$ cat src/rtl/redmule_castout_ctrl_pkg.sv
// Shared types and defaults for the output cast controller and its result FIFO.
package redmule_castout_ctrl_pkg;

  localparam int unsigned DATA_W = 32;

  typedef enum logic [2:0] {
    FP32    = 3'd0,
    FP64    = 3'd1,
    FP16    = 3'd2,
    FP8     = 3'd3,
    FP16ALT = 3'd4,
    FP8ALT  = 3'd5
  } fp_format_e;

  typedef enum logic [1:0] {
    IDLE  = 2'd0,
    RUN   = 2'd1,
    DRAIN = 2'd2,
    DONE  = 2'd3
  } castout_state_e;

  // Cast datapath latency follows whether the cast unit pipeline register is enabled.
  localparam bit          CAST_PIPE          = 1'b0;
  localparam int unsigned CASTOUT_LAT        = CAST_PIPE ? 1 : 0;
  localparam int unsigned CASTOUT_FIFO_DEPTH = 4;

endpackage

$ cat src/rtl/redmule_castout_ctrl_fifo.sv
// Result FIFO for the cast-out path: wrap-bit pointers, same-cycle push/pop at any occupancy.
module redmule_castout_fifo #(
  parameter  int unsigned DEPTH = 4,
  parameter  int unsigned WIDTH = 32,
  localparam int unsigned AW    = (DEPTH > 1) ? $clog2(DEPTH) : 1
) (
  input  logic             clk_i,
  input  logic             rst_i,
  input  logic             clear_i,
  input  logic             push_i,
  input  logic [WIDTH-1:0] data_i,
  input  logic             pop_i,
  output logic [WIDTH-1:0] data_o,
  output logic             full_o,
  output logic             empty_o,
  output logic [AW:0]      count_o
);

  localparam logic [AW:0] FULL_CNT = (AW+1)'(DEPTH);

  logic [WIDTH-1:0] mem_q [2**AW];
  logic [AW:0]      wptr_q, rptr_q;

  assign count_o = wptr_q - rptr_q;
  assign full_o  = (count_o == FULL_CNT);
  assign empty_o = (count_o == '0);
  assign data_o  = mem_q[rptr_q[AW-1:0]];

  always_ff @(posedge clk_i or posedge rst_i) begin
    if (rst_i) begin
      wptr_q <= '0;
      rptr_q <= '0;
    end else if (clear_i) begin
      wptr_q <= '0;
      rptr_q <= '0;
    end else begin
      if (push_i) wptr_q <= wptr_q + 1'b1;
      if (pop_i)  rptr_q <= rptr_q + 1'b1;
    end
  end

  always_ff @(posedge clk_i) begin
    if (push_i) mem_q[wptr_q[AW-1:0]] <= data_i;
  end

  // The upstream credit check must make an unmatched push into a full FIFO impossible.
  always_ff @(posedge clk_i) begin
    if (!rst_i && !clear_i)
      assert (!(push_i && full_o && !pop_i)) else $error("castout fifo overflow");
  end

endmodule

$ cat src/rtl/redmule_castout_ctrl.sv
// Job sequencer around the output cast unit: latches job config, tracks in-flight words
// through the fixed-latency cast path and buffers results behind a credit-protected FIFO.
module redmule_castout_ctrl #(
  parameter int unsigned DATA_W     = redmule_castout_ctrl_pkg::DATA_W,
  parameter int unsigned CAST_LAT   = 0,
  parameter int unsigned FIFO_DEPTH = 4,
  parameter int unsigned CNT_W      = 16
) (
  input  logic                                 clk_i,
  input  logic                                 rst_i,
  input  logic                                 clear_i,
  input  logic                                 start_i,
  input  logic                                 cast_en_i,
  input  redmule_castout_ctrl_pkg::fp_format_e dst_fmt_i,
  input  logic [CNT_W-1:0]                     num_words_i,
  input  logic                                 in_valid_i,
  output logic                                 in_ready_o,
  input  logic [DATA_W-1:0]                    in_data_i,
  output logic                                 cast_o,
  output redmule_castout_ctrl_pkg::fp_format_e dst_fmt_o,
  output logic [DATA_W-1:0]                    cast_src_o,
  input  logic [DATA_W-1:0]                    cast_res_i,
  output logic                                 out_valid_o,
  input  logic                                 out_ready_i,
  output logic [DATA_W-1:0]                    out_data_o,
  output logic                                 busy_o,
  output logic                                 done_o
);
  import redmule_castout_ctrl_pkg::*;

  localparam int unsigned FAW     = (FIFO_DEPTH > 1) ? $clog2(FIFO_DEPTH) : 1;
  localparam logic [FAW:0] CNT_ONE = (FAW+1)'(1);

  castout_state_e   state_q;
  logic             cast_q;
  fp_format_e       fmt_q;
  logic [CNT_W-1:0] words_q, cnt_q;

  logic             accept, push, pop, drained;
  logic             fifo_full, fifo_empty;
  logic [FAW:0]     fifo_cnt;
  logic [1:0]       inflight;

  // Credits count both buffered results and words still inside the cast path.
  assign in_ready_o  = (state_q == RUN) && ((32'(inflight) + 32'(fifo_cnt)) < FIFO_DEPTH);
  assign accept      = in_valid_i && in_ready_o;
  assign cast_src_o  = in_data_i;
  assign cast_o      = cast_q;
  assign dst_fmt_o   = fmt_q;
  assign out_valid_o = !fifo_empty;
  assign pop         = out_valid_o && out_ready_i;
  assign busy_o      = (state_q == RUN) || (state_q == DRAIN);
  assign done_o      = (state_q == DONE);

  generate
    if (CAST_LAT == 0) begin : g_comb
      assign push     = accept;
      assign inflight = 2'd0;
    end else begin : g_pipe
      logic [CAST_LAT-1:0] vpipe_q;
      always_ff @(posedge clk_i or posedge rst_i) begin
        if (rst_i)        vpipe_q <= '0;
        else if (clear_i) vpipe_q <= '0;
        else              vpipe_q <= CAST_LAT'({vpipe_q, accept});
      end
      assign push     = vpipe_q[CAST_LAT-1];
      assign inflight = 2'($countones(vpipe_q));
    end
  endgenerate

  // Leave DRAIN in the cycle the last result is handed downstream.
  assign drained = (inflight == 2'd0) && (fifo_empty || ((fifo_cnt == CNT_ONE) && pop));

  always_ff @(posedge clk_i or posedge rst_i) begin
    if (rst_i) begin
      state_q <= IDLE;
      cast_q  <= 1'b0;
      fmt_q   <= FP32;
      words_q <= '0;
      cnt_q   <= '0;
    end else if (clear_i) begin
      state_q <= IDLE;
      cnt_q   <= '0;
    end else begin
      unique case (state_q)
        IDLE: if (start_i) begin
          cast_q  <= cast_en_i;
          fmt_q   <= dst_fmt_i;
          words_q <= num_words_i;
          cnt_q   <= '0;
          state_q <= (num_words_i == '0) ? DONE : RUN;
        end
        RUN: if (accept) begin
          cnt_q <= cnt_q + 1'b1;
          if (cnt_q == words_q - 1'b1) state_q <= DRAIN;
        end
        DRAIN:   if (drained) state_q <= DONE;
        DONE:    state_q <= IDLE;
        default: state_q <= IDLE;
      endcase
    end
  end

  redmule_castout_fifo #(
    .DEPTH (FIFO_DEPTH),
    .WIDTH (DATA_W)
  ) i_fifo (
    .clk_i   (clk_i),
    .rst_i   (rst_i),
    .clear_i (clear_i),
    .push_i  (push),
    .data_i  (cast_res_i),
    .pop_i   (pop),
    .data_o  (out_data_o),
    .full_o  (fifo_full),
    .empty_o (fifo_empty),
    .count_o (fifo_cnt)
  );

endmodule

$ cat config.mk
export PLATFORM = sky130hd
export DESIGN_NAME = redmule_castout_ctrl
export DESIGN_NICKNAME = d
export VERILOG_FILES = /design/src/rtl/redmule_castout_ctrl_pkg.sv /design/src/rtl/redmule_castout_ctrl_fifo.sv /design/src/rtl/redmule_castout_ctrl.sv
export SDC_FILE = /design/constraint.sdc
export NUM_CORES = 1
export LEC_CHECK = 0
export CAP_MARGIN = 20
export CORE_ASPECT_RATIO = 1.5
export CORE_UTILIZATION = 35
export CTS_BUF_LIST = sky130_fd_sc_hd__clkbuf_16
export DETAILED_ROUTE_END_ITERATION = 12
export PLACE_DENSITY = 0.68
export SETUP_SLACK_MARGIN = 0.2
export SLEW_MARGIN = 20
export SYNTH_ARGS = -nofsm -noshare
export SYNTH_HDL_FRONTEND = slang
export SYNTH_SLANG_ARGS = --single-unit
$ cat constraint.sdc
create_clock -name clk_i -period 9.05 [get_ports clk_i]
set_input_delay 1.81 -clock clk_i [delete_from_list [all_inputs] [get_ports clk_i]]
set_output_delay 1.81 -clock clk_i [all_outputs]
set_load 0.005 [all_outputs]
**Word-level counts from Yosys, hierarchy flattened**

Memories as Yosys holds them, arrays and structs flattened.
Cells that the tools add are included.
W data, S select, Z words.

- Register bits: 44
- RAM bits: 128
- Output and inout bits: 72
- Logic and storage cells: 57
- Memories kept: 1

- $add $sub $neg: 5
- Magnitude comparators: 1
- Equality and inequality tests: 9
- Multiplexer cells: 17
- Bitwise gates (word level): 1
- Reduce and logical (&&, ||, !) cells: 16

Memory list:

| memory | depth | bits a word | rd ports | clocked after memory_dff | wr ports | line | RTL |
|---|---|---|---|---|---|---|---|
| i_fifo.mem_q | 4 | 32 | 1 | 0 | 1 | redmule_castout_ctrl_fifo.sv:21 | `logic [WIDTH-1:0] mem_q [2**AW];` |

Operators by type and width:

| cell | number |
|---|---|
| $mux W16 | 3 |
| $pmux W16 S2 | 1 |
| $add A16 B1 Y16 const B | 1 |
| $eq A16 B16 Y1 | 1 |
| $logic_not A16 Y1 | 1 |
| $sub A16 B1 Y16 const B | 1 |
| $mux W2 | 6 |
| $mux W3 | 4 |
| $ne A3 B3 Y1 const B | 3 |
| $pmux W2 S4 | 1 |
| $add A3 B1 Y3 const B | 2 |
| $reduce_and A3 Y1 | 2 |
| $eq A2 B2 Y1 const B | 2 |
| $logic_and A1 B1 Y1 | 4 |
| $reduce_and A4 Y1 | 1 |
| $reduce_bool A2 Y1 | 2 |
| $eq A3 B1 Y1 const B | 1 |
| $logic_not A3 Y1 | 1 |
| $lt A3 B3 Y1 const B | 1 |
| $ne A3 B2 Y1 const B | 1 |
| $reduce_bool A3 Y1 | 1 |
| $sub A3 B3 Y3 | 1 |
| $eq A2 B1 Y1 const B | 1 |
| $logic_not A2 Y1 | 1 |
| other kinds (4) | 6 |

**Logic depth before layout (Yosys ltp)**

Gate-level depths: netlist of the first run.

- Depth in word-level cells: 9
- Mapped depth: 10

**Modules after synthesis**

Synthesis of the first run repeated with hierarchy kept, for this count alone.

- Cells, all modules: 485
- Area total of the unflattened synthesis: 7,724.9 sq um

Modules (own cells, without submodules):

| module | times used | cells an instance | area an instance (sq um) | seq. area each (sq um) |
|---|---|---|---|---|
| redmule_castout_fifo | 1 | 209 | 5,093.6 | 3,993.8 |
| redmule_castout_ctrl | 1 | 276 | 2,631.3 | 950.9 |

**Worst setup path before layout of the first run**

OpenSTA, ideal clock, no wires.

- Path type: in2out
- Start: input in_data_i[0]
- End: output cast_src_o[0]
- Arrival: 1.921 ns
- Required time: 7.240 ns
- Setup slack: 5.319 ns
- Cell stages on the path: 1
- Buffers on the path: 1
- Cell sequence: buf_4

RTL lines:

| element | line | RTL |
|---|---|---|
| start, declared | redmule_castout_ctrl.sv:18 | `input logic [DATA_W-1:0] in_data_i,` |
| end, declared | redmule_castout_ctrl.sv:21 | `output logic [DATA_W-1:0] cast_src_o,` |

No word-level cell between the ends.

**Worst setup path after layout of the first run**

- Start: register i_fifo.rptr_q[1]
- End: output out_valid_o

- Word-level cells in the longest chain between the ends: 3

Ends and longest elaborated chain:

| element | line | RTL |
|---|---|---|
| start, declared | redmule_castout_ctrl_fifo.sv:22 | `logic [AW:0] wptr_q, rptr_q;` |
| start signal, assigned | redmule_castout_ctrl_fifo.sv:38 | `if (pop_i) rptr_q <= rptr_q + 1'b1;` |
| $sub A3 B3 Y3 | redmule_castout_ctrl_fifo.sv:24 | `assign count_o = wptr_q - rptr_q;` |
| $logic_not A3 Y1 | redmule_castout_ctrl_fifo.sv:26 | `assign empty_o = (count_o == '0);` |
| $logic_not A1 Y1 | redmule_castout_ctrl.sv:50 | `assign out_valid_o = !fifo_empty;` |
| end, declared | redmule_castout_ctrl.sv:23 | `output logic out_valid_o,` |

Every way passes these cells.

==> metrics.log, run 1 <==
INFO  metric setup_total_negative_slack = 0 ns
INFO  metric share_of_the_synthesized_area_in_the_top_cell_type = 0.506
INFO  metric pwr-share-comb = 0.296
INFO  metric drc = 0
INFO  metric die_h = 182 um
INFO  metric ys_async_sr_fraction = 0.256
INFO  metric setup_viol = 0
INFO  metric synth.top_cells.by_area = sky130_fd_sc_hd__edfxtp_1 (51%), sky130_fd_sc_hd__dfrtp_1 (15%), sky130_fd_sc_hd__mux4_2 (9.5%)
INFO  metric io_buffer_count = 97
INFO  metric global_route.usage.total = 0.143
INFO  metric p_leak = 3.14 nW
INFO  metric peakVddDrop = 0.000122 V
INFO  metric floorplan.die_area = 0.0223 mm2
INFO  metric synth.yosys.warnings = 0
INFO  metric first_global_vias = 4583
INFO  metric largest_net_degree_at_the_start_of_global_routing = 45
INFO  metric slew_headroom = 0.307
INFO  metric r2r_start = words_q[0]
INFO  metric placedCellCount = 796
INFO  metric numClockSinks = 172
INFO  metric timing.fmax = 0.220 GHz
INFO  metric hold_viol = 0
INFO  metric viasPerCell = 5.01
INFO  metric critPathRequiredTime = 7.24 ns
INFO  metric slew_violations = 0
INFO  metric final_non_filler_cell_total = 828
INFO  metric mappedNetlistNets = 581
INFO  metric post_synthesis_cell_area = 0.00759 mm2
INFO  metric placement_rows = 65
INFO  metric critical_path_peak_fanout = 35
INFO  metric tritoncts = yes
INFO  metric synth_edf_count = 128
INFO  metric gp_congestion = 0.834
INFO  metric pwr-share-seq = 0.420
INFO  metric run_status = finished, final reports clean
INFO  metric die_x = 122 um
INFO  metric criticalPathCategory = reg -> out
INFO  metric detailedRoute.firstIterationViolations = 248
INFO  metric cts_repair_resize_count = 0
INFO  metric min-delay-start = cast_o
INFO  metric grt_setup_unrepaired = no
INFO  metric antenna_violations_before_repair = 0
INFO  metric fp.coreArea = 0.0211 mm2
INFO  metric floorplan.initialDensity = 0.359
INFO  metric tritoncts.num_buffers = 17
INFO  metric skew = 0.0116 ns
INFO  metric final_worst_path_period_share = 0.503
INFO  metric synth_area_per_cell = 15.9 um2
INFO  metric insertedDiodeCount = 0
INFO  metric nNetsFinal = 651
INFO  metric wl_per_cell = 18.0 um
INFO  metric synth_cell_types = 52
INFO  metric wire_length_of_the_first_global_routing_pass = 23900 um
INFO  metric worstSetupStartpoint = i_fifo.rptr_q[1]
INFO  metric power_density = 274 mW/mm2
INFO  metric area_growth = 21.1%
INFO  metric ys_dominant_reg_cell = sky130_fd_sc_hd__edfxtp_1
INFO  metric switching_power = 0.760 mW
INFO  metric post-cts-setup-buffers = 0
INFO  metric yosysSeqAreaShare = 0.651
INFO  metric ff_latch_area = 0.00495 mm2
INFO  metric part_of_the_total_power_dissipated_in_the_clock_network = 0.283
INFO  metric worst_pin_slew = 1.04 ns
INFO  metric cell_internal_pwr = 1.76 mW
INFO  metric synth_top_cell_by_area = sky130_fd_sc_hd__edfxtp_1
INFO  metric clock_latency = 0.43 ns
INFO  metric final.min_clock_period = 4.56 ns
INFO  metric multi_input_area = 0.00229 mm2
INFO  metric timing.critical_path.to_type = primary output
INFO  metric routed_wl = 14900 um
INFO  metric cts-root-buf = sky130_fd_sc_hd__clkbuf_16
INFO  metric cts_max_path_buffers = 2
INFO  metric nFillCells = 1878
INFO  metric cts-htree-levels = 4
INFO  metric first_pass_iteration_count_of_the_detailed_router = 6
INFO  metric grt_remaining_overflow = 0
INFO  metric swShare = 0.302
INFO  metric post-dp-hpwl = 9970 um
INFO  metric clk_transition_reported_paths = 0.07 ns
INFO  metric drive_above_1_share = 0.180
INFO  metric worstPathArrival = 2.75 ns
INFO  metric critical_path.startpoint_type = flop
INFO  metric synth.ff_latch_count = 172
INFO  metric netlist_instances = 477
INFO  metric drt.antenna.violating_nets = 0
INFO  metric drv_cap = 0
INFO  metric yosys.cell_count.top_type = sky130_fd_sc_hd__edfxtp_1
INFO  metric post_cts_hold_buffer_count = 0
INFO  metric routed-via-count = 4152
INFO  metric post_synth_most_frequent_cells = sky130_fd_sc_hd__edfxtp_1 (128), sky130_fd_sc_hd__dfrtp_1 (44), sky130_fd_sc_hd__nor2_1 (37), sky130_fd_sc_hd__buf_4 (32), sky130_fd_sc_hd__mux4_2 (32)
INFO  metric io-pin-count = 162
INFO  metric hold_path.class = reg -> reg
[registers in the layout, summed over array words and instances, names as in the netlist]
name / count
cast_o: 1
cnt_q: 16
dst_fmt_o: 3
i_fifo.mem_q: 128
i_fifo.rptr_q: 3
i_fifo.wptr_q: 3
state_q: 2
words_q: 16
[per-stage QoR]
| stage | cell area, um2 | total power [mW] | utilization | hold slack [ns] | worst slack, ns |
|---|---|---|---|---|---|
| floorplan | 7590 | 1.50 | - | 0.501 | 5.32 |
| global placement | 8610 | 1.81 | 0.407 | 0.496 | 4.94 |
| finish | 9200 | 2.52 | 0.435 | 0.519 | 4.49 |
| detailed placement | 8610 | 1.84 | 0.407 | 0.507 | 4.88 |
| CTS | 9200 | 2.56 | 0.435 | 0.525 | 4.42 |
| global route | 9200 | 2.67 | 0.435 | 0.537 | 4.30 |
[placed cells by master, fill, tap and decap left out, drive strengths merged, types with 2 or more instances in the layout]
cell,instances
and3,5
mux2i,2
a31oi,3
nor4,4
nand2b,2
inv,21
edfxtp,128
nor2,37
xnor2,22
or3,2
clkdlybuf4s50,97
nor3b,3
mux2,24
nand4,8
a41oi,2
nand2,13
or4,2
dfrtp,44
nor3,10
ha,13
and2,6
mux4,32
clkbuf,17
xor2,14
buf,2
a21oi,5
nand3,11
clkinv,7
o21ai,8
[critical path: stages (launching register included)]
cell and delay [ns]:
sky130_fd_sc_hd__dfrtp_2 0.96, sky130_fd_sc_hd__fa_1 0.33, sky130_fd_sc_hd__xnor3_1 0.30, sky130_fd_sc_hd__nand3_1 0.18, sky130_fd_sc_hd__clkdlybuf4s50_1 0.55
[worst paths after layout]
| path | to | slack (ns) | cells past startpoint |
|---|---|---|---|
| max reg2reg | state_q[1] | 5.65 | 9 |
| max | out_valid_o | 4.49 | 4 |
| min in group asynchronous | words_q[4] | 1.83 | 3 |
| min | cast_o | 0.52 | 1 |
| min reg2reg | cast_o | 0.52 | 1 |
| max in group asynchronous | i_fifo.rptr_q[0] | 6.78 | 3 |
[logic make-up after synthesis]
family / count (synthesis) / share of synthesized area
AO/OA/AOI/OAI: 26 / 0.0231
adder cells (fa/ha/maj): 14 / 0.0241
XOR/XNOR: 37 / 0.0445
multiplexers: 58 / 0.133
flip-flops: 172 / 0.651
AND/OR/NAND/NOR: 109 / 0.0765
buffers and inverters: 61 / 0.0475
[cell type report]
cell class,count,area share
clock buffer,17,0.0463
clock inverter,15,0.0174
inverter,13,0.00531
multi-input combinational,244,0.249
sequential,172,0.538
tap,268,0.0365
timing repair buffer,99,0.107
[layer usage]
layer	global-route usage	vias to the layer above	part of all wire	wire [um]
li1	-	1911	-	-
met1	0.150	2114	0.38	5710
met2	0.269	109	0.56	8330
met3	0.0369	18	0.042	629
met4	0.0512	0	0.017	250
met5	0	-	0	0
[power by group through the flow]
stage               sequential (mW)  clock [mW]  combinational [mW]
floorplan                      1.03           0               0.472
CTS                            1.06       0.735               0.763
finish                         1.06       0.714               0.746
global placement               1.07           0               0.743
detailed placement             1.08           0               0.759
global route                   1.08       0.763               0.828
No activity file was read; power rests on OpenSTA's default activity.
==> inputs of run 2 (changes only) <==
Clock period 9.05 ns to 4.27 ns, I/O delays scaled along.
==> run 2 against run 1 <==
Against the previous run: routed wire length shrank 2.6%; cell area grew 0.37%; utilization is 0.16 points higher; critical path depth rose by 2; sequential power is 110% higher; global-route usage fell by 0.34 points; first-iteration DRC count increased by 1.2%; die area unchanged; flip-flop and latch count did not move; register-to-register slack lost 4.7 ns; clock skew up 0.0025 ns; combinational power up 120%; critical path type unchanged.
==> metrics.log, run 2 (synthesis gave the netlist of run 1 again) <==
INFO  metric final.min_clock_period = 3.39 ns
INFO  metric die_x = 122 um (unchanged)
INFO  metric die_h = 182 um (unchanged)
INFO  metric p_leak = 3.16 nW (was 3.14 nW)
INFO  metric global_route.usage.total = 0.140 (was 0.143)
INFO  metric drive_above_1_share = 0.183 (was 0.180)
INFO  metric worstSetupStartpoint = i_fifo.wptr_q[0] (was i_fifo.rptr_q[1])
INFO  metric drv_cap = 0 (unchanged)
INFO  metric io_buffer_count = 97 (unchanged)
INFO  metric floorplan.die_area = 0.0223 mm2 (unchanged)
INFO  metric peakVddDrop = 0.000296 V (was 0.000122 V)
INFO  metric setup_viol = 0 (unchanged)
INFO  metric clock_latency = 0.43 ns (about the same)
INFO  metric final_area = 0.00923 mm2 (was 0.00920 mm2)
INFO  metric critPathRequiredTime = 3.42 ns (was 7.24 ns)
INFO  metric wl_per_cell = 17.5 um (was 18.0 um)
INFO  metric viasPerCell = 5.07 (was 5.01)
INFO  metric critical-path-top-delay-family = buffers and inverters (was flip-flops)
INFO  metric tritoncts = yes (unchanged)
INFO  metric routed_wl = 14500 um (was 14900 um)
INFO  metric first_pass_iteration_count_of_the_detailed_router = 4 (was 6)
INFO  metric p_total = 5.38 mW (was 2.52 mW)
INFO  metric first_global_vias = 4536 (was 4583)
INFO  metric drc = 0 (unchanged)
INFO  metric criticalPathCategory = reg -> out (unchanged)
INFO  metric fin_hold_ws = 0.516 ns (was 0.519 ns)
INFO  metric postLayoutCoreUtil = 0.436 (was 0.435)
INFO  metric insertedDiodeCount = 0 (unchanged)
INFO  metric largest_register_ffs = 128 (unchanged)
INFO  metric fp.coreArea = 0.0211 mm2 (unchanged)
INFO  metric cts_repair_resize_count = 0 (unchanged)
INFO  metric layout_commonest_cell = sky130_fd_sc_hd__edfxtp_1 (unchanged)
INFO  metric r2r_start = words_q[0] (unchanged)
INFO  metric clk_transition_reported_paths = 0.07 ns (about the same)
INFO  metric gp_congestion = 0.866 (was 0.834)
INFO  metric largest_net_degree_at_the_start_of_global_routing = 45 (unchanged)
INFO  metric timing.fmax = 0.295 GHz
INFO  metric routed-via-count = 4213 (was 4152)
INFO  metric placement_rows = 65 (unchanged)
INFO  metric grt_setup_unrepaired = no (unchanged)
INFO  metric setup_total_negative_slack = 0 ns (unchanged)
INFO  metric io-pin-count = 162 (unchanged)
INFO  metric path_buf_inv = 2 (was 1)
INFO  metric min-delay-start = dst_fmt_o[2] (was cast_o)
INFO  metric critical-path-max-stage-delay = 0.56 ns (was 0.96 ns)
INFO  metric timing.critical_path.to_type = primary output (unchanged)
INFO  metric floorplan.initialDensity = 0.359 (unchanged)
INFO  metric post-dp-hpwl = 9740 um (was 9970 um)
INFO  metric power_density = 582 mW/mm2 (was 274 mW/mm2)
INFO  metric cts_max_path_buffers = 2 (unchanged)
INFO  metric detailedRoute.firstIterationViolations = 251 (was 248)
INFO  metric worst_pin_slew = 0.924 ns (was 1.04 ns)
INFO  metric wire_length_of_the_first_global_routing_pass = 23600 um (was 23900 um)
INFO  metric post_cts_hold_buffer_count = 0 (unchanged)
INFO  metric critical_path.startpoint_type = flop (unchanged)
INFO  metric hold_viol = 0 (unchanged)
INFO  metric numClockSinks = 172 (unchanged)
INFO  metric chain_of_cells_forming_the_critical_path = inv_1 > ha_1 > fa_1 > xnor3_1 > nand3_1 > clkdlybuf4s50_1 (was fa_1 > xnor3_1 > nand3_1 > clkdlybuf4s50_1)
INFO  metric drt.antenna.violating_nets = 0 (unchanged)
INFO  metric nNetsFinal = 654 (was 651)
INFO  metric slew_violations = 0 (unchanged)
INFO  metric cts-root-buf = sky130_fd_sc_hd__clkbuf_16 (unchanged)
INFO  metric run_status = finished, final reports clean (unchanged)
INFO  metric area_growth = 21.6% (was 21.1%)
INFO  metric slew_headroom = 0.384 (was 0.307)
INFO  metric critical_path_peak_fanout = 6 (was 35)
INFO  metric mostFrequentLayoutCells = sky130_fd_sc_hd__edfxtp_1 (128), sky130_fd_sc_hd__clkdlybuf4s50_1 (97), sky130_fd_sc_hd__dfrtp_1 (42) (unchanged)
INFO  metric worstPathArrival = 2.53 ns (was 2.75 ns)
INFO  metric hold_path.class = reg -> reg (unchanged)
INFO  metric grt_remaining_overflow = 0 (unchanged)
INFO  metric final_worst_path_period_share = 0.793
INFO  metric antenna_violations_before_repair = 0 (unchanged)
INFO  metric skew = 0.0140 ns (was 0.0116 ns)
INFO  metric critPathSlowestCell = sky130_fd_sc_hd__clkdlybuf4s50_1 (was sky130_fd_sc_hd__dfrtp_2)
INFO  metric postPlaceCellArea = 0.00863 mm2 (was 0.00861 mm2)
INFO  metric tritoncts.num_buffers = 17 (unchanged)
INFO  metric cts-htree-levels = 4 (unchanged)
INFO  metric post-cts-setup-buffers = 0 (unchanged)
==> run 2: where the power goes <==
| group | switching [mW] | internal [mW] | total [mW] |
|---|---|---|---|
| clock | 0.694 | 0.835 | 1.53 |
| sequential | 0.192 | 2.02 | 2.22 |
| combinational | 0.702 | 0.930 | 1.63 |
| total | 1.59 | 3.79 | 5.38 |
==> run 2: layer usage <==
layer,wire length (um),vias to the layer above,global-route usage,share of wire
li1,-,1912,-,-
met4,501,0,0.0668,0.034
met2,7720,122,0.247,0.53
met3,603,31,0.0341,0.041
met1,5710,2148,0.155,0.39
met5,0,-,0,0
==> run 2: layout make-up <==
cell class	count	area [um2]
clock inverter	15	171
multi-input combinational	244	2290
fill	1884	11900
inverter	13	48.8
tap	268	335
sequential	172	4950
timing repair buffer	102	1010
clock buffer	17	425
==> run 2: per-stage QoR <==
step                cells  setup WS (ns)
finish                831          0.885
global route          831          0.700
CTS                   831          0.842
detailed placement    799          0.974
global placement      799           1.09
floorplan             477           1.23
==> run 2: worst register-to-register path: stages (launching register included) <==
cell	delay, ns
sky130_fd_sc_hd__dfrtp_1	0.43
sky130_fd_sc_hd__inv_1	0.08
sky130_fd_sc_hd__ha_1	0.24
sky130_fd_sc_hd__or4b_4	0.51
sky130_fd_sc_hd__nor4_2	0.33
sky130_fd_sc_hd__mux2i_1	0.24
sky130_fd_sc_hd__nor2_1	0.05
sky130_fd_sc_hd__or4_2	0.56
sky130_fd_sc_hd__o41ai_2	0.39
sky130_fd_sc_hd__mux2_1	0.35
==> run 2: worst paths after layout <==
path | depth (start not counted) | end | slack, ns
hold / removal | 1 | dst_fmt_o[2] | 0.52
min in group asynchronous | 3 | words_q[4] | 0.87
setup reg to reg | 9 | state_q[1] | 0.98
setup / recovery | 6 | out_valid_o | 0.88
hold reg to reg | 1 | dst_fmt_o[2] | 0.52
max in group asynchronous | 3 | i_fifo.rptr_q[0] | 2.96
